File: config.mk
export PLATFORM = sky130hd
export DESIGN_NAME = decoder_arbiter
export DESIGN_NICKNAME = d
export VERILOG_FILES = /design/src/rtl/decoder_arbiter.sv
export SDC_FILE = /design/constraint.sdc
export NUM_CORES = 1
export LEC_CHECK = 0
export CAP_MARGIN = 15
export CORE_MARGIN = 2
export CORE_UTILIZATION = 24
export CTS_CLUSTER_DIAMETER = 30
export CTS_CLUSTER_SIZE = 14
export DETAILED_ROUTE_END_ITERATION = 8
export MAX_ROUTING_LAYER = met4
export PLACE_DENSITY_LB_ADDON = 0.12
export SLEW_MARGIN = 20
export SYNTH_ARGS = -nofsm -noshare
export SYNTH_HDL_FRONTEND = slang
export SYNTH_SLANG_ARGS = --single-unit
export TNS_END_PERCENT = 5
File: constraint.sdc
create_clock -name clk -period 1.8 [get_ports clk]
set_input_delay 0.45 -clock clk [delete_from_list [all_inputs] [get_ports clk]]
set_output_delay 0.45 -clock clk [all_outputs]
set_load 0.05 [all_outputs]
File: src/rtl/decoder_arbiter.sv
// ---------------------------------------------------------------------------
// decoder_arbiter
//   Four-requester round-robin arbiter driving the enable/address inputs of a
//   structural 2-to-4 decoder. One winner at a time is granted; the grant is
//   held until the owner pulses done or drops its request, then priority
//   rotates past the winner. Every grant is followed by one IDLE cycle.
//
//   Optional feature (macro DECODER_ARB_TIMEOUT_EN): a hold counter forces a
//   release after HOLD_MAX grant cycles and pulses timeout for one cycle.
//   Without the macro no counter exists and timeout is tied to 0.
//
// Parameters:
//   HOLD_MAX   maximum consecutive grant cycles (timeout build only)
//   CNT_WIDTH  width of the hold counter
//
// Ports:
//   clk       in   clock, rising edge
//   reset     in   asynchronous active-high reset
//   req[3:0]  in   level-sensitive request lines, bit i = requester i
//   done      in   release strobe from the current owner (GRANT only)
//   address0  out  decoder address LSB (registered)
//   address1  out  decoder address MSB (registered)
//   enable    out  decoder enable, high exactly while in GRANT
//   grant     out  one-hot of {address1,address0} while enable, else 0
//   busy      out  same as enable
//   timeout   out  one-cycle pulse on a forced release
// ---------------------------------------------------------------------------
module decoder_arbiter #(
  parameter int HOLD_MAX  = 15,
  parameter int CNT_WIDTH = 4
) (
  input  logic       clk,
  input  logic       reset,
  input  logic [3:0] req,
  input  logic       done,
  output logic       address0,
  output logic       address1,
  output logic       enable,
  output logic [3:0] grant,
  output logic       busy,
  output logic       timeout
);

  typedef enum logic {
    IDLE  = 1'b0,
    GRANT = 1'b1
  } state_t;

  state_t     state_q, state_d;
  logic [1:0] owner_q, owner_d;
  logic [1:0] ptr_q,   ptr_d;

  logic       found;
  logic [1:0] winner;
  logic [1:0] idx;
  logic       hold_expired;
  logic       forced_release;

  // Round-robin search: first set request starting at ptr_q, wrapping mod 4.
  always_comb begin
    found  = 1'b0;
    winner = ptr_q;
    idx    = '0;
    for (int k = 0; k < 4; k++) begin
      idx = ptr_q + 2'(k);
      if (!found && req[idx]) begin
        found  = 1'b1;
        winner = idx;
      end
    end
  end

  // Next-state logic. A voluntary release (done or dropped request) wins
  // over an expiring hold counter, so a coinciding timeout is suppressed.
  always_comb begin
    state_d        = state_q;
    owner_d        = owner_q;
    ptr_d          = ptr_q;
    forced_release = 1'b0;
    case (state_q)
      IDLE: begin
        if (found) begin
          state_d = GRANT;
          owner_d = winner;
          ptr_d   = winner + 2'd1;
        end
      end
      GRANT: begin
        if (done || !req[owner_q]) begin
          state_d = IDLE;
        end else if (hold_expired) begin
          state_d        = IDLE;
          forced_release = 1'b1;
        end
      end
      default: state_d = IDLE;
    endcase
  end

  always_ff @(posedge clk or posedge reset) begin
    if (reset) begin
      state_q <= IDLE;
      owner_q <= '0;
      ptr_q   <= '0;
    end else begin
      state_q <= state_d;
      owner_q <= owner_d;
      ptr_q   <= ptr_d;
    end
  end

`ifdef DECODER_ARB_TIMEOUT_EN
  logic [CNT_WIDTH-1:0] cnt_q, cnt_d;
  logic                 timeout_q;

  // Every GRANT entry comes from IDLE, so clearing while idle gives a zero
  // count in the first grant cycle.
  always_comb begin
    cnt_d = cnt_q;
    if (state_q == IDLE) begin
      cnt_d = '0;
    end else begin
      cnt_d = cnt_q + 1'b1;
    end
  end

  assign hold_expired = (cnt_q == CNT_WIDTH'(HOLD_MAX - 1));

  always_ff @(posedge clk or posedge reset) begin
    if (reset) begin
      cnt_q     <= '0;
      timeout_q <= 1'b0;
    end else begin
      cnt_q     <= cnt_d;
      timeout_q <= forced_release;
    end
  end

  assign timeout = timeout_q;
`else
  logic unused_cfg;

  assign hold_expired = 1'b0;
  assign timeout      = 1'b0;
  assign unused_cfg   = forced_release ^ (HOLD_MAX > CNT_WIDTH);
`endif

  // Outputs come straight from flops (or a decode of flops only).
  assign enable   = (state_q == GRANT);
  assign busy     = enable;
  assign address0 = owner_q[0];
  assign address1 = owner_q[1];

  always_comb begin
    grant = '0;
    if (enable) begin
      grant[owner_q] = 1'b1;
    end
  end

endmodule

# Yosys cells after proc, flatten, opt, wreduce, memory -nomap -nowiden
# Index checks and enable logic that the tools add are counted.
classes:
  add_sub_neg: 4
  order_cmp: 6
  n_mux: 23
  bitwise: 1
  n_reduce_logical: 10
op_table:
  columns: ["op", "count"]
  rows:
  - ["< comparator 2 x 3 -> 1 bit (second input constant)", 5]
  - ["two-way mux 1 bit", 12]
  - ["binary-select mux 1 bit (select 2 bit)", 5]
  - ["two-way mux 2 bit", 3]
  - ["adder 2 x 1 -> 2 bit (second input constant)", 2]
  - ["adder 2 bit (second input constant)", 2]
  - ["logical AND 1 bit", 4]
  - ["logical NOT 1 bit", 4]
  - ["two-way mux 4 bit", 1]
  - ["demux 1 bit (select 2 bit)", 1]
  - [">= comparator 2 x 1 -> 1 bit (second input constant)", 1]
  - ["one-hot mux 1 bit (2 select lines)", 1]
  - ["AND reduction 2 bit", 1]
  - ["logical OR 1 bit", 1]
  - ["inverter 1 bit", 1]
word_totals:
  regBits: 5
  in_bits: 7
  output_inout_bits: 9
  elab_cells: 47

# Logic depth before layout (Yosys ltp)
depth:
  ltp_word: 14
  depth_mapped: 4
  ltp_nobuf: 4

# Least setup slack after synthesis
# OpenSTA, ideal clock, no wires.
synth_timing:
  path_kind: "reg-to-output"
  from: "register state_q (netlist: busy)"
  to: "output port grant[0]"
  arrival_ns: 1.934
  required_time_ns: 1.350
  path_slack_ns: -0.584
  stages_incl_launch_ff: 2
  path_cell_list: "dfrtp_1 > nor3b_1"
synth_via:
  elab_chain_len: 1
synth_lines:
  columns: ["item", "line_no", "rtl"]
  rows:
  - ["start: declaration", "49", "state_t state_q, state_d;"]
  - ["start signal: assignment", "106", "state_q <= state_d;"]
  - ["two-way mux 4 bit", "156", "if (enable) begin"]
  - ["end: declaration", "39", "output logic [3:0] grant,"]
# Every way passes these cells.

# Worst setup path after layout
layout_timing:
  from: "input port req[3]"
  to: "register ptr_q[0]"
layout_via:
  elab_chain_len: 13
  elab_cells_between_ends: 23
  classes_between: "add/sub: 1; mux: 15; reduce/logical: 7"
layout_lines:
  columns: ["item", "line_no", "rtl"]
  rows:
  - ["start: declaration", "34", "input logic [3:0] req,"]
  - ["binary-select mux 1 bit (select 2 bit)", "66", "if (!found && req[idx]) begin"]
  - ["two-way mux 1 bit (not written as such)", "66", null]
  - ["two-way mux 1 bit", "66", null]
  - ["logical NOT 1 bit", "66", null]
  - ["logical AND 1 bit", "66", null]
  - ["two-way mux 1 bit", "66", null]
  - ["logical NOT 1 bit", "66", null]
  - ["logical AND 1 bit", "66", null]
  - ["two-way mux 1 bit", "66", null]
  - ["logical NOT 1 bit", "66", null]
  - ["logical AND 1 bit", "66", null]
  - ["two-way mux 2 bit / two-way mux 1 bit (equally long branches)", "66", null]
  - ["adder 2 x 1 -> 2 bit / AND reduction 2 bit (equally long branches)", null, null]
  - ["end signal: assignment", "108", "ptr_q <= ptr_d;"]
  - ["end: declaration", "51", "logic [1:0] ptr_q, ptr_d;"]
# Parallel ways exist; a longest one is shown, timed or not. The select of a mux whose other input is x is not followed.
# A chain may end at the register's enable or synchronous reset.

==> results.sh <==
export IMPL_outcome="completed"
export IMPL_cts_buf_count=3
export IMPL_setup_viol=0
export IMPL_cp_start_kind="input port"
export IMPL_critPathRequiredTime_ns=1.92
export IMPL_violation_count_after_the_first_detailed_route_iteration=5
export IMPL_mappedNetlistNets=53
export IMPL_leakagePower_uw=0.000351
export IMPL_die_height_um=44.7
export IMPL_post_cts_hold_buffer_count=0
export IMPL_avgSynthCellArea_um2=8.62
export IMPL_signed_area_change_from_the_synthesized_netlist_to_the_final_layout_pct=85.8
export IMPL_synthArstFlopShare=1.00
export IMPL_std_cell_rows=14
export IMPL_grt_setup_unrepaired="false"
export IMPL_design_final_nets=80
export IMPL_drt_total_wl_um=959
export IMPL_irDropWorstVdd_uv=862
export IMPL_placed_cell_area_um2=702
export IMPL_number_of_enable_flip_flop_cells_after_synthesis=0
export IMPL_max_cap_viol_count=0
export IMPL_grt_overflow=0
export IMPL_avg_wl_per_cell_um=10.9
export IMPL_grt_first_pass_wirelength_mm=1.56
export IMPL_layout_common_cells="buf_4, buf_12, nor2_1, dfrtp_1"
export IMPL_layout_commonest_cell="buf_4"
export IMPL_io_pin_count=16
export IMPL_worst_setup_hold_path_clk_slew_ns=0.04
export IMPL_first_pass_iters=4
export IMPL_io_buffer_count=14
export IMPL_cts_buffer_depth=2
export IMPL_max_freq_ghz=0.589
export IMPL_primary_flip_flop_cell_chosen_by_synthesis_mapping="dfrtp_1"
export IMPL_final_design_area_no_fill_um2=737
export IMPL_detailedPlacementHpwl_um=774
export IMPL_ys_warnings_count=0
export IMPL_grt_util_all_layers=0.114
export IMPL_tritoncts="yes"
export IMPL_synth_cells=46
export IMPL_vias_per_cell=4.73
export IMPL_arrival_time_reported_for_the_critical_path_endpoint_ns=1.82
export IMPL_fin_crit_ns=1.70
export IMPL_dieArea_um2=1990
export IMPL_post_route_cells_drive_above_1_share=0.375
export IMPL_globalplace_congestion=0.735
export IMPL_critPathKind="in2reg"
export IMPL_clock_tree_htree_level_count=1
export IMPL_die_width_um=44.7
export IMPL_grt_start_max_net_pins=8
export IMPL_initial_core_util=0.260
export IMPL_postRouteAntennaNets=0
export IMPL_post_synth_num_cell_types=29
export IMPL_cts_root_buffer_cell="clkbuf_4"
export IMPL_remaining_drc_errors=0
export IMPL_worstHoldPathType="in2async"
export IMPL_finalCritPeriodShare=0.943
export IMPL_ys_seq_elements=5
export IMPL_route_vias_total=416
export IMPL_clk_latency_ns=0.24
export IMPL_slew_violations=0
export IMPL_critPathMaxFanout=6
export IMPL_power_per_cell_area_nw_per_um2=1940
export IMPL_initial_antenna_violation_count=0
export IMPL_nature_of_the_critical_path_endpoint="flip-flop"
export IMPL_hold_viol=0
export IMPL_grt_pass1_vias=381
export IMPL_fin_util=0.484
export IMPL_synth_seq_area_share=0.315
export IMPL_num_antenna_cells=0
export IMPL_fin_skew_ns=0.00214
export IMPL_cell_area_synth_um2=397
export IMPL_core_area_um2=1520
export IMPL_clock_sinks=5
per-layer routing:
layer,GRT usage,vias up,routed length [um]
li1,-,216,-
met1,0.154,191,457
met2,0.139,7,439
met3,0.0286,2,52
met4,0.0909,0,10
met5,-,-,0
power by group:
part	switching (uW)	internal, uW
Sequential	102	171
Combinational	505	529
Clock	41.7	83.5
Total	650	783
per-stage QoR:
step / hold WS [ns] / setup WS (ns) / std cells / power [uW] / TNS (ns)
floorplan: 0.229 / -0.116 / 46 / 786 / -0.231
global placement: 0.584 / -0.192 / 84 / 1320 / -0.566
detailed placement: 0.585 / -0.159 / 84 / 1310 / -0.516
CTS: 0.399 / 0.0764 / 88 / 1440 / 0
global route: 0.418 / 0.0125 / 88 / 1520 / 0
finish: 0.405 / 0.102 / 88 / 1430 / 0
cell usage after synthesis, types with 2 or more instances:
master   instances  area share
a21oi_1          3       0.038
buf_4            2       0.038
dfrtp_1          5        0.32
inv_1            2       0.019
nand2_1          4       0.038
nor2_1           5       0.047
o21ai_1          3       0.038
layout make-up:
class,instances,area [um2]
fill,162,787
timing repair buffer,24,300
multi-input combinational,37,258
sequential,5,125
clock buffer,4,26.3
tap,16,20.0
inverter,2,7.51
final timing paths:
kind / start / end / slack, ns / depth (start not counted)
setup / recovery: req[3] / ptr_q[0] / 0.10 / 5
hold / removal: reset / ptr_q[1] / 0.40 / 2
min in group clk: ptr_q[0] / ptr_q[0] / 0.60 / 1
max in group asynchronous: reset / owner_q[0] / 1.23 / 2
hold reg to reg: ptr_q[0] / ptr_q[0] / 0.60 / 1
setup reg to reg: ptr_q[1] / ptr_q[1] / 0.36 / 5
state kept, by name, summed over array words and instances (netlist names):
name and flops:
ptr_q 2, owner_q 2, busy 1
critical path: stages:
cell	delay (ns)
clkdlybuf4s50_1	0.55
and2b_1	0.21
o21ai_1	0.21
nand3_1	0.12
mux2_2	0.27
kinds of logic (layout without fill, tap and decap cells):
| group | after synthesis | after routing | synth area share |
|---|---|---|---|
| buf+inv | 4 | 30 | 0.0568 |
| simple gates | 20 | 20 | 0.297 |
| compound gates | 14 | 14 | 0.237 |
| flops | 5 | 5 | 0.315 |
| mux | 2 | 2 | 0.0852 |
| other cells | 1 | 1 | 0.00945 |
repair_timing:
item	CTS	global route
endpoints found under the hold margin	0	0
gates resized for setup	0	3
setup endpoints to repair	0	1
buffers inserted	0	0
No activity file was read; power rests on OpenSTA's default activity.
